### config.mk
export PLATFORM = sky130hd
export DESIGN_NAME = sap_controller
export DESIGN_NICKNAME = d
export VERILOG_FILES = /design/src/rtl/sap_pkg.sv /design/src/rtl/sap_ring_counter.sv /design/src/rtl/sap_controller.sv
export SDC_FILE = /design/constraint.sdc
export NUM_CORES = 1
export LEC_CHECK = 0
export CORE_UTILIZATION = 35
export DETAILED_ROUTE_END_ITERATION = 10
export DONT_BUFFER_PORTS = 1
export SYNTH_ARGS = -nofsm -noshare
export SYNTH_HDL_FRONTEND = slang
export SYNTH_HIERARCHICAL = 1
export SYNTH_SLANG_ARGS = --single-unit
### constraint.sdc
create_clock -name clk -period 1.2 [get_ports clk]
set_input_delay 0 -clock clk [delete_from_list [all_inputs] [get_ports clk]]
set_output_delay 0 -clock clk [all_outputs]
set_load 0.02 [all_outputs]
### src/rtl/sap_pkg.sv
// Shared constants for the SAP controller: opcodes, T-state encodings, control word.
// Latency: n/a (types and constants only).
// Backpressure: n/a.
package sap_pkg;

  localparam int NUM_T = 6;
  localparam int OPW   = 4;

  // Bit index of each T-state inside the one-hot ring
  localparam int T1 = 0;
  localparam int T2 = 1;
  localparam int T3 = 2;
  localparam int T4 = 3;
  localparam int T5 = 4;
  localparam int T6 = 5;

  // Full one-hot encodings, compared whole so a corrupted ring decodes to nothing
  localparam logic [NUM_T-1:0] S_T1 = 6'b000001;
  localparam logic [NUM_T-1:0] S_T2 = 6'b000010;
  localparam logic [NUM_T-1:0] S_T3 = 6'b000100;
  localparam logic [NUM_T-1:0] S_T4 = 6'b001000;
  localparam logic [NUM_T-1:0] S_T5 = 6'b010000;
  localparam logic [NUM_T-1:0] S_T6 = 6'b100000;

  localparam logic [OPW-1:0] OP_LDA = 4'h0;
  localparam logic [OPW-1:0] OP_ADD = 4'h1;
  localparam logic [OPW-1:0] OP_SUB = 4'h2;
  localparam logic [OPW-1:0] OP_OUT = 4'hE;
  localparam logic [OPW-1:0] OP_HLT = 4'hF;

  // Control word, one field per datapath pin
  typedef struct packed {
    logic pc_inc;
    logic pc_oe;
    logic mar_sel;
    logic mar_g_n;
    logic mar_ld_n;
    logic ram_oe_n;
    logic ir_ld_n;
    logic ir_oe_n;
    logic acc_ld_n;
    logic acc_oe;
    logic b_ld_n;
    logic alu_sub;
    logic alu_oe;
    logic out_ld_n;
  } ctrl_t;

  // Every pin at its inactive level with the MAR mux enabled onto the bus
  localparam ctrl_t CTRL_IDLE = '{
    pc_inc:   1'b0,
    pc_oe:    1'b0,
    mar_sel:  1'b0,
    mar_g_n:  1'b0,
    mar_ld_n: 1'b1,
    ram_oe_n: 1'b1,
    ir_ld_n:  1'b1,
    ir_oe_n:  1'b1,
    acc_ld_n: 1'b1,
    acc_oe:   1'b0,
    b_ld_n:   1'b1,
    alu_sub:  1'b0,
    alu_oe:   1'b0,
    out_ld_n: 1'b1
  };

  // True when exactly one bit of the ring is set
  function automatic logic is_onehot(input logic [NUM_T-1:0] v);
    logic [NUM_T-1:0] one;
    one = {{(NUM_T-1){1'b0}}, 1'b1};
    return (v != '0) && ((v & (v - one)) == '0);
  endfunction

endpackage

### src/rtl/sap_ring_counter.sv
// One-hot T-state ring: rotates T1..T6, holds while frozen, self-recovers to T1.
// Latency: state changes on the rising edge after advance is seen.
// Backpressure: freeze (halt) and a low advance both hold the current state.
module sap_ring_counter
  import sap_pkg::*;
(
  input  logic             clk,
  input  logic             clr,
  input  logic             advance,
  input  logic             freeze,
  output logic [NUM_T-1:0] t_state
);

  // Rotate one position per advance; a non-one-hot ring is forced back to T1
  // on the next edge even when frozen, so an upset can never lock the sequencer.
  always_ff @(posedge clk or posedge clr) begin
    if (clr) begin
      t_state <= S_T1;
    end else if (!is_onehot(t_state)) begin
      t_state <= S_T1;
    end else if (advance && !freeze) begin
      t_state <= {t_state[NUM_T-2:0], t_state[NUM_T-1]};
    end
  end

endmodule

### src/rtl/sap_controller.sv
// SAP controller-sequencer: T-state ring plus opcode decode into the datapath control word.
// Latency: control word is combinational from the registered ring, valid the whole cycle.
// Backpressure: none by default; with SAP_STEP_EN the ring only advances on a rising step.
module sap_controller
  import sap_pkg::*;
(
  input  logic             clk,
  input  logic             clr,
`ifdef SAP_STEP_EN
  input  logic             step,
`endif
  input  logic [OPW-1:0]   ir_opcode,
  output logic [NUM_T-1:0] t_state,
  output logic             halted,
  output logic             pc_inc,
  output logic             pc_oe,
  output logic             mar_sel,
  output logic             mar_g_n,
  output logic             mar_ld_n,
  output logic             ram_oe_n,
  output logic             ir_ld_n,
  output logic             ir_oe_n,
  output logic             acc_ld_n,
  output logic             acc_oe,
  output logic             b_ld_n,
  output logic             alu_sub,
  output logic             alu_oe,
  output logic             out_ld_n
);

  logic  advance;
  logic  ld_gate;
  logic  halt_set;
  ctrl_t ctrl;

`ifdef SAP_STEP_EN
  logic step_q;
  logic step_rise;

  // Remember last step level so only a 0->1 transition advances the ring
  always_ff @(posedge clk or posedge clr) begin
    if (clr) begin
      step_q <= 1'b0;
    end else begin
      step_q <= step;
    end
  end

  assign step_rise = step & ~step_q;
  assign advance   = step_rise;
  // Loads and PC increment fire only on the advancing cycle so a held state
  // cannot clock the same register repeatedly.
  assign ld_gate   = step_rise;
`else
  assign advance   = 1'b1;
  assign ld_gate   = 1'b1;
`endif

  sap_ring_counter u_ring (
    .clk     (clk),
    .clr     (clr),
    .advance (advance),
    .freeze  (halted),
    .t_state (t_state)
  );

  // HLT is latched on the same edge that leaves T4, so the ring lands in T5 and stops there
  assign halt_set = advance && !halted && (t_state == S_T4) && (ir_opcode == OP_HLT);

  // Halt flag: set by HLT, cleared only by clr
  always_ff @(posedge clk or posedge clr) begin
    if (clr) begin
      halted <= 1'b0;
    end else if (halt_set) begin
      halted <= 1'b1;
    end
  end

  // Decode ring state and opcode into the control word; each state enables at most one bus driver
  always_comb begin
    ctrl = CTRL_IDLE;
    if (halted) begin
      // Tristate the MAR mux while halted
      ctrl.mar_g_n = 1'b1;
    end else begin
      case (t_state)
        S_T1: begin
          ctrl.pc_oe    = 1'b1;
          ctrl.mar_ld_n = 1'b0;
        end
        S_T2: begin
          ctrl.pc_inc = 1'b1;
        end
        S_T3: begin
          ctrl.ram_oe_n = 1'b0;
          ctrl.ir_ld_n  = 1'b0;
        end
        S_T4: begin
          case (ir_opcode)
            OP_LDA, OP_ADD, OP_SUB: begin
              ctrl.ir_oe_n  = 1'b0;
              ctrl.mar_ld_n = 1'b0;
            end
            OP_OUT: begin
              ctrl.acc_oe   = 1'b1;
              ctrl.out_ld_n = 1'b0;
            end
            default: ;
          endcase
        end
        S_T5: begin
          case (ir_opcode)
            OP_LDA: begin
              ctrl.ram_oe_n = 1'b0;
              ctrl.acc_ld_n = 1'b0;
            end
            OP_ADD, OP_SUB: begin
              ctrl.ram_oe_n = 1'b0;
              ctrl.b_ld_n   = 1'b0;
            end
            default: ;
          endcase
        end
        S_T6: begin
          case (ir_opcode)
            OP_ADD: begin
              ctrl.alu_oe   = 1'b1;
              ctrl.acc_ld_n = 1'b0;
            end
            OP_SUB: begin
              ctrl.alu_oe   = 1'b1;
              ctrl.alu_sub  = 1'b1;
              ctrl.acc_ld_n = 1'b0;
            end
            default: ;
          endcase
        end
        default: ;
      endcase
    end

    if (!ld_gate) begin
      ctrl.pc_inc   = 1'b0;
      ctrl.mar_ld_n = 1'b1;
      ctrl.ir_ld_n  = 1'b1;
      ctrl.acc_ld_n = 1'b1;
      ctrl.b_ld_n   = 1'b1;
      ctrl.out_ld_n = 1'b1;
    end
  end

  assign pc_inc   = ctrl.pc_inc;
  assign pc_oe    = ctrl.pc_oe;
  assign mar_sel  = ctrl.mar_sel;
  assign mar_g_n  = ctrl.mar_g_n;
  assign mar_ld_n = ctrl.mar_ld_n;
  assign ram_oe_n = ctrl.ram_oe_n;
  assign ir_ld_n  = ctrl.ir_ld_n;
  assign ir_oe_n  = ctrl.ir_oe_n;
  assign acc_ld_n = ctrl.acc_ld_n;
  assign acc_oe   = ctrl.acc_oe;
  assign b_ld_n   = ctrl.b_ld_n;
  assign alu_sub  = ctrl.alu_sub;
  assign alu_oe   = ctrl.alu_oe;
  assign out_ld_n = ctrl.out_ld_n;

endmodule
== After elaboration in Yosys (flattened, before gate mapping) ==
Index checks and enable logic that the tools add are counted.

* Output and inout port bits: 21
* Input bits: 6
* Logic and storage cells: 47
* Flip-flop bits (word level): 7

* Reduce and logical (&&, ||, !) cells: 9
* Add/sub/neg operators: 1
* Eq/ne operators: 11
* Bitwise gates (word level): 1
* Multiplexer cells: 23

{| class="wikitable"
|+ Operators with widths
! cell !! count
|-
| 1-bit two-way mux || 15
|-
| 6-bit two-way mux || 2
|-
| 10-bit two-way mux || 1
|-
| 4-bit equality test (second input constant) || 2
|-
| 6-bit bitwise AND || 1
|-
| 6-bit by 1-bit equality test with 1-bit output (second input constant) || 1
|-
| 6-bit by 2-bit equality test with 1-bit output (second input constant) || 1
|-
| 6-bit by 3-bit equality test with 1-bit output (second input constant) || 1
|-
| 6-bit by 4-bit equality test with 1-bit output (second input constant) || 1
|-
| 6-bit by 5-bit equality test with 1-bit output (second input constant) || 1
|-
| 6-bit equality test (second input constant) || 1
|-
| 6-bit logical NOT || 1
|-
| 1-bit case mux with 2 select lines || 3
|-
| 6-bit nonzero test || 1
|-
| 6-bit by 1-bit subtractor with 6-bit output (second input constant) || 1
|-
| 4-bit by 1-bit equality test with 1-bit output (second input constant) || 1
|-
| 4-bit by 2-bit equality test with 1-bit output (second input constant) || 1
|-
| 4-bit logical NOT || 1
|-
| 2-bit two-way mux || 2
|-
| 1-bit logical AND || 3
|-
| 3-bit OR reduction || 1
|-
| 2-bit inequality test (second input constant) || 1
|-
| 2-bit OR reduction || 1
|-
| 1-bit logical NOT || 1
|}

== Longest topological paths before layout ==
* Depth in word-level cells: 5
* Gate-level depth with buffers: 4
* Mapped depth without buffers: 4

== Hierarchy ==
Netlist, hierarchy kept.

{| class="wikitable"
|+ By module, submodules not included
! module !! instances !! area each (µm²) !! cells an instance !! seq. area each (µm²)
|-
| sap_ring_counter || 1 || 350.3 || 33 || 151.4
|-
| sap_controller || 1 || 289.0 || 37 || 25.0
|}

== Worst setup path after synthesis ==
OpenSTA, ideal clock, no wires.

* Path kind: register to output
* Start: reg u_ring.t_state[3]
* End: out mar_ld_n
* Arrival time: 1.682 ns
* Path slack: -0.482 ns
* Required time: 1.200 ns
* Path buffers: 0
* Stages on the path, launching flop included: 4
* Cell sequence: dfrtp_1 > or4_4 > nor4b_4 > a31oi_1

* Longest elaborated chain between the ends: 3

{| class="wikitable"
|+ Ends and longest elaborated chain
! what !! RTL line !! RTL
|-
| start, declared || sap_ring_counter.sv:11 || <nowiki>output logic [NUM_T-1:0] t_state</nowiki>
|-
| start signal, assigned || sap_ring_counter.sv:22 || <nowiki>t_state <= {t_state[NUM_T-2:0], t_state[NUM_T-1]};</nowiki>
|-
| 6-bit by 4-bit equality test with 1-bit output / 6-bit by 1-bit equality test with 1-bit output (equally long branches) || sap_controller.sv:86 || <nowiki>case (t_state)</nowiki>
|-
| 1-bit case mux with 2 select lines (*) || sap_controller.sv:86 ||
|-
| 10-bit two-way mux (*) || sap_controller.sv:82 || <nowiki>if (halted) begin</nowiki>
|-
| end, declared || sap_controller.sv:19 || <nowiki>output logic mar_ld_n,</nowiki>
|}

Mark *: on every way between the ends. The rest lies on a longest branch, timed or not.

== Worst setup path after layout ==
Ends and elaborated chain as after synthesis.

==> impl_metrics.csv <==
group,metric,value,unit
status,outcome,"finished, violations left",
status,violations,"setup timing",
clocking,clk_pin_slew,0.05,ns
worst_setup_path,critical_path_class,"flip-flop to output pin",
drt,wl,2027,microns
sta,rsz0062_at_grt,"true",
power_and_ir_drop,vdd_ir_drop_max,1125,uV
worst_hold_path,hold_class,"input port to async pin",
clocking,cts.sinks,7,
final_layout,syn_to_final_growth,81.02,%
floorplan,coreArea,1727,sq um
floorplan,dieArea,2002,sq um
floorplan,fp.dieW,44.74,microns
global_route,grt_use_total,21.92,%
drt,dr.pass1.iters,4,
synthesis,ys_seq_area_share,27.59,%
synthesis,ys_warn_count,6,
final_layout,diodes,0,
flow_run,drv_cap,0,
clocking,cts_buffer_depth,2,
floorplan,boundaryPins,27,
drt,drc_errors,0,
floorplan,initial_core_util,37.03,%
worst_setup_path,timing.critical_path.buf_inv,1,
placement,hpwl,1307,microns
worst_setup_path,worstRegToRegCells,7,
global_route,grt_max_degree,10,
sta,drv_slew,0,
clocking,numCtsBuffers,3,
drt,num_vias,702,
synthesis,syn_area,639.4,sq um
global_route,grt_overflow,0,
power_and_ir_drop,power,2202,uW
floorplan,rows,15,
clocking,cts-root-buf,"clkbuf_4",
placement,gp_congestion,0.8184,
worst_setup_path,path_delay_family,"simple AND/OR/NAND/NOR gates",
drt,drt-wirelength-per-cell,14.90,microns
global_route,grt_pass1_vias,687,
synthesis,syn_inst,70,
clocking,cts_tree,"built",
worst_setup_path,max_stage_delay,0.54,ns
sta,fin_worst_skew,0.003434,ns
worst_setup_path,cp_max_fo,2,
clocking,clk_latency,0.25,ns
placement,place_ws,-0.2249,ns
sta,period_needed,1.649,ns
worst_setup_path,critical_path.slowest_cell,"or4_4",
global_route,antenna_found_initial,0,
worst_setup_path,critical_path_arrival,1.65,ns
synthesis,synth_cell_types,34,
power_and_ir_drop,power_leakage,0.0004673,uW
worst_setup_path,r2r_slack,-0.33,ns
final_layout,stdcell_area,1157,sq um
clocking,h-tree-depth,1,
placement,placed_area,897.1,sq um
final_layout,drive_above_1_share,62.16,%
sta,hold_viol_final,0,
synthesis,syn_avg_cell_area,9.134,sq um
global_route,grt_pass1_wl,3160,microns
worst_setup_path,endpoint_kind,"output pin",
final_layout,nets,118,
worst_setup_path,cp.depth,4,
sta,max_freq,606.6,MHz
drt,first_iter_violations,10,
worst_setup_path,r2r-start,"u_ring/t_state[3]$_DFFE_PP0P_",
floorplan,chipHeight,44.74,microns
worst_setup_path,crit_start,"u_ring/t_state[3]$_DFFE_PP0P_",
final_layout,fin_util,67.03,%
placement,io_buffers,0,
drt,drt-vias-per-instance,5.162,
sta,fin_ws,-0.4487,ns
worst_setup_path,cp_cell_sequence,"or4_4 -> nor4b_4 -> buf_4 -> a31oi_4",
worst_setup_path,worstSetupStartpointType,"flip-flop",
drt,drtAntennaViolNets,0,
sta,timing.final.crit_share,137.4,%
worst_setup_path,required,1.20,ns
synthesis,synth_seq_cells,7,
sta,setup_viol,20,
power_and_ir_drop,p_per_area,1902,nW/um^2
[worst paths after layout]
| kind | end |
|---|---|
| worst max-delay path | mar_ld_n |
| worst min register to register | u_ring/t_state[1]$_DFFE_PP0P_ |
| max in group asynchronous | u_ring/t_state[0]$_DFFE_PP1P_ |
| min in group clk | b_ld_n |
| worst max register to register | u_ring/t_state[0]$_DFFE_PP1P_ |
| worst min-delay path | halted$_DFFE_PP0P_ |
[layer usage]
layer | track usage, % | part of all wire, % | wire, microns
met1 | 28.28 | 45 | 909
met2 | 37.35 | 50 | 1018
met3 | 6.000 | 3.9 | 80
met4 | 3.636 | 0.89 | 18
met5 | 0 | 0 | 0
[synthesized netlist by cell type (all sizes together)]
cell type,number,area (sq um)
nor4b,3,53.80
o21ai,3,22.52
or4,1,11.26
and2,3,18.77
nand2b,4,25.02
a21oi,5,25.02
and3,1,6.260
nand2,1,3.750
buf,3,18.76
nor4,3,40.04
nand4b,1,8.760
dfstp,1,26.28
a31oi,1,6.260
conb,2,7.510
a211oi,1,12.51
nor3,4,25.02
or3,1,6.260
nor2b,4,25.02
nor2,2,7.510
o21bai,1,7.510
mux2i,5,50.05
nand3,5,25.02
nor3b,2,15.01
dfrtp,6,150.1
xor2,1,8.760
nand4,2,12.51
inv,3,11.26
xnor2,1,8.760
[worst register-to-register path: stages (launching register included)]
cell and delay [ns]:
dfrtp_2 0.41, buf_6 0.12, buf_6 0.12, buf_8 0.13, xnor2_4 0.13, nor3_2 0.06, o21ai_2 0.28, and3_1 0.22
[sequential cells by signal, indices dropped and copies added, names as in the netlist]
signal / flops
u_ring/t_state: 6
halted: 1
[area by class of cell]
cell class,instances,area (sq um)
inverter,3,11.26
tap,25,31.28
multi-input combinational,58,565.5
fill,155,569.3
sequential,7,183.9
clock buffer,4,26.28
timing repair buffer,39,339.1
[timing repair]
item,in CTS,in global routing
setup buffers,8,2
resized for setup,14,10
pin swaps,12,4
hold buffers,5,0
gates cloned,0,0
endpoints found under the hold margin,8,0
setup endpoints to repair,18,20
[cells in the final DEF, fill, tap and decap left out, types with 2 or more instances in the layout]
cell type / synthesis / layout
nor2b_1: 4 / 3
nor3_4: 0 / 2
buf_4: 2 / 26
nor3b_1: 2 / 2
a21oi_2: 0 / 2
nor4_4: 1 / 3
dfrtp_2: 0 / 6
nand4_1: 2 / 2
o21ai_2: 2 / 2
mux2i_1: 5 / 5
inv_1: 3 / 3
clkbuf_4: 0 / 3
conb_1: 2 / 3
and2_1: 3 / 2
nand3_1: 5 / 2
dlygate4sd3_1: 0 / 5
nand3_2: 0 / 3
buf_6: 0 / 7
a21oi_1: 5 / 3
nor4b_4: 1 / 2
nand2b_1: 4 / 4
nor3_2: 1 / 2
[power by group]
group	internal (uW)	switching (uW)	leakage, uW
logic	779	770	0.000369
registers	314	131	0.0000832
clock network	127	82.2	0.0000150
[logic make-up after synthesis]
kind of cell / after synthesis / synth area share (%)
compound gates: 11 / 11.55
flops: 7 / 27.59
mux: 5 / 7.828
buf+inv: 6 / 4.695
other cells: 2 / 1.175
xor+xnor: 2 / 2.740
simple gates: 37 / 44.42
[stage by stage]
stage | hold WS (ns) | TNS (ns) | cells
after global routing | 0.07087 | -7.505 | 136
after detailed placement | -0.2666 | -2.431 | 118
after floorplan | -0.2713 | -2.813 | 71
after global placement | -0.2663 | -2.325 | 118
final | 0.05070 | -6.266 | 136
after CTS | 0.04662 | -5.906 | 135
No activity file was read; power rests on OpenSTA's default activity.
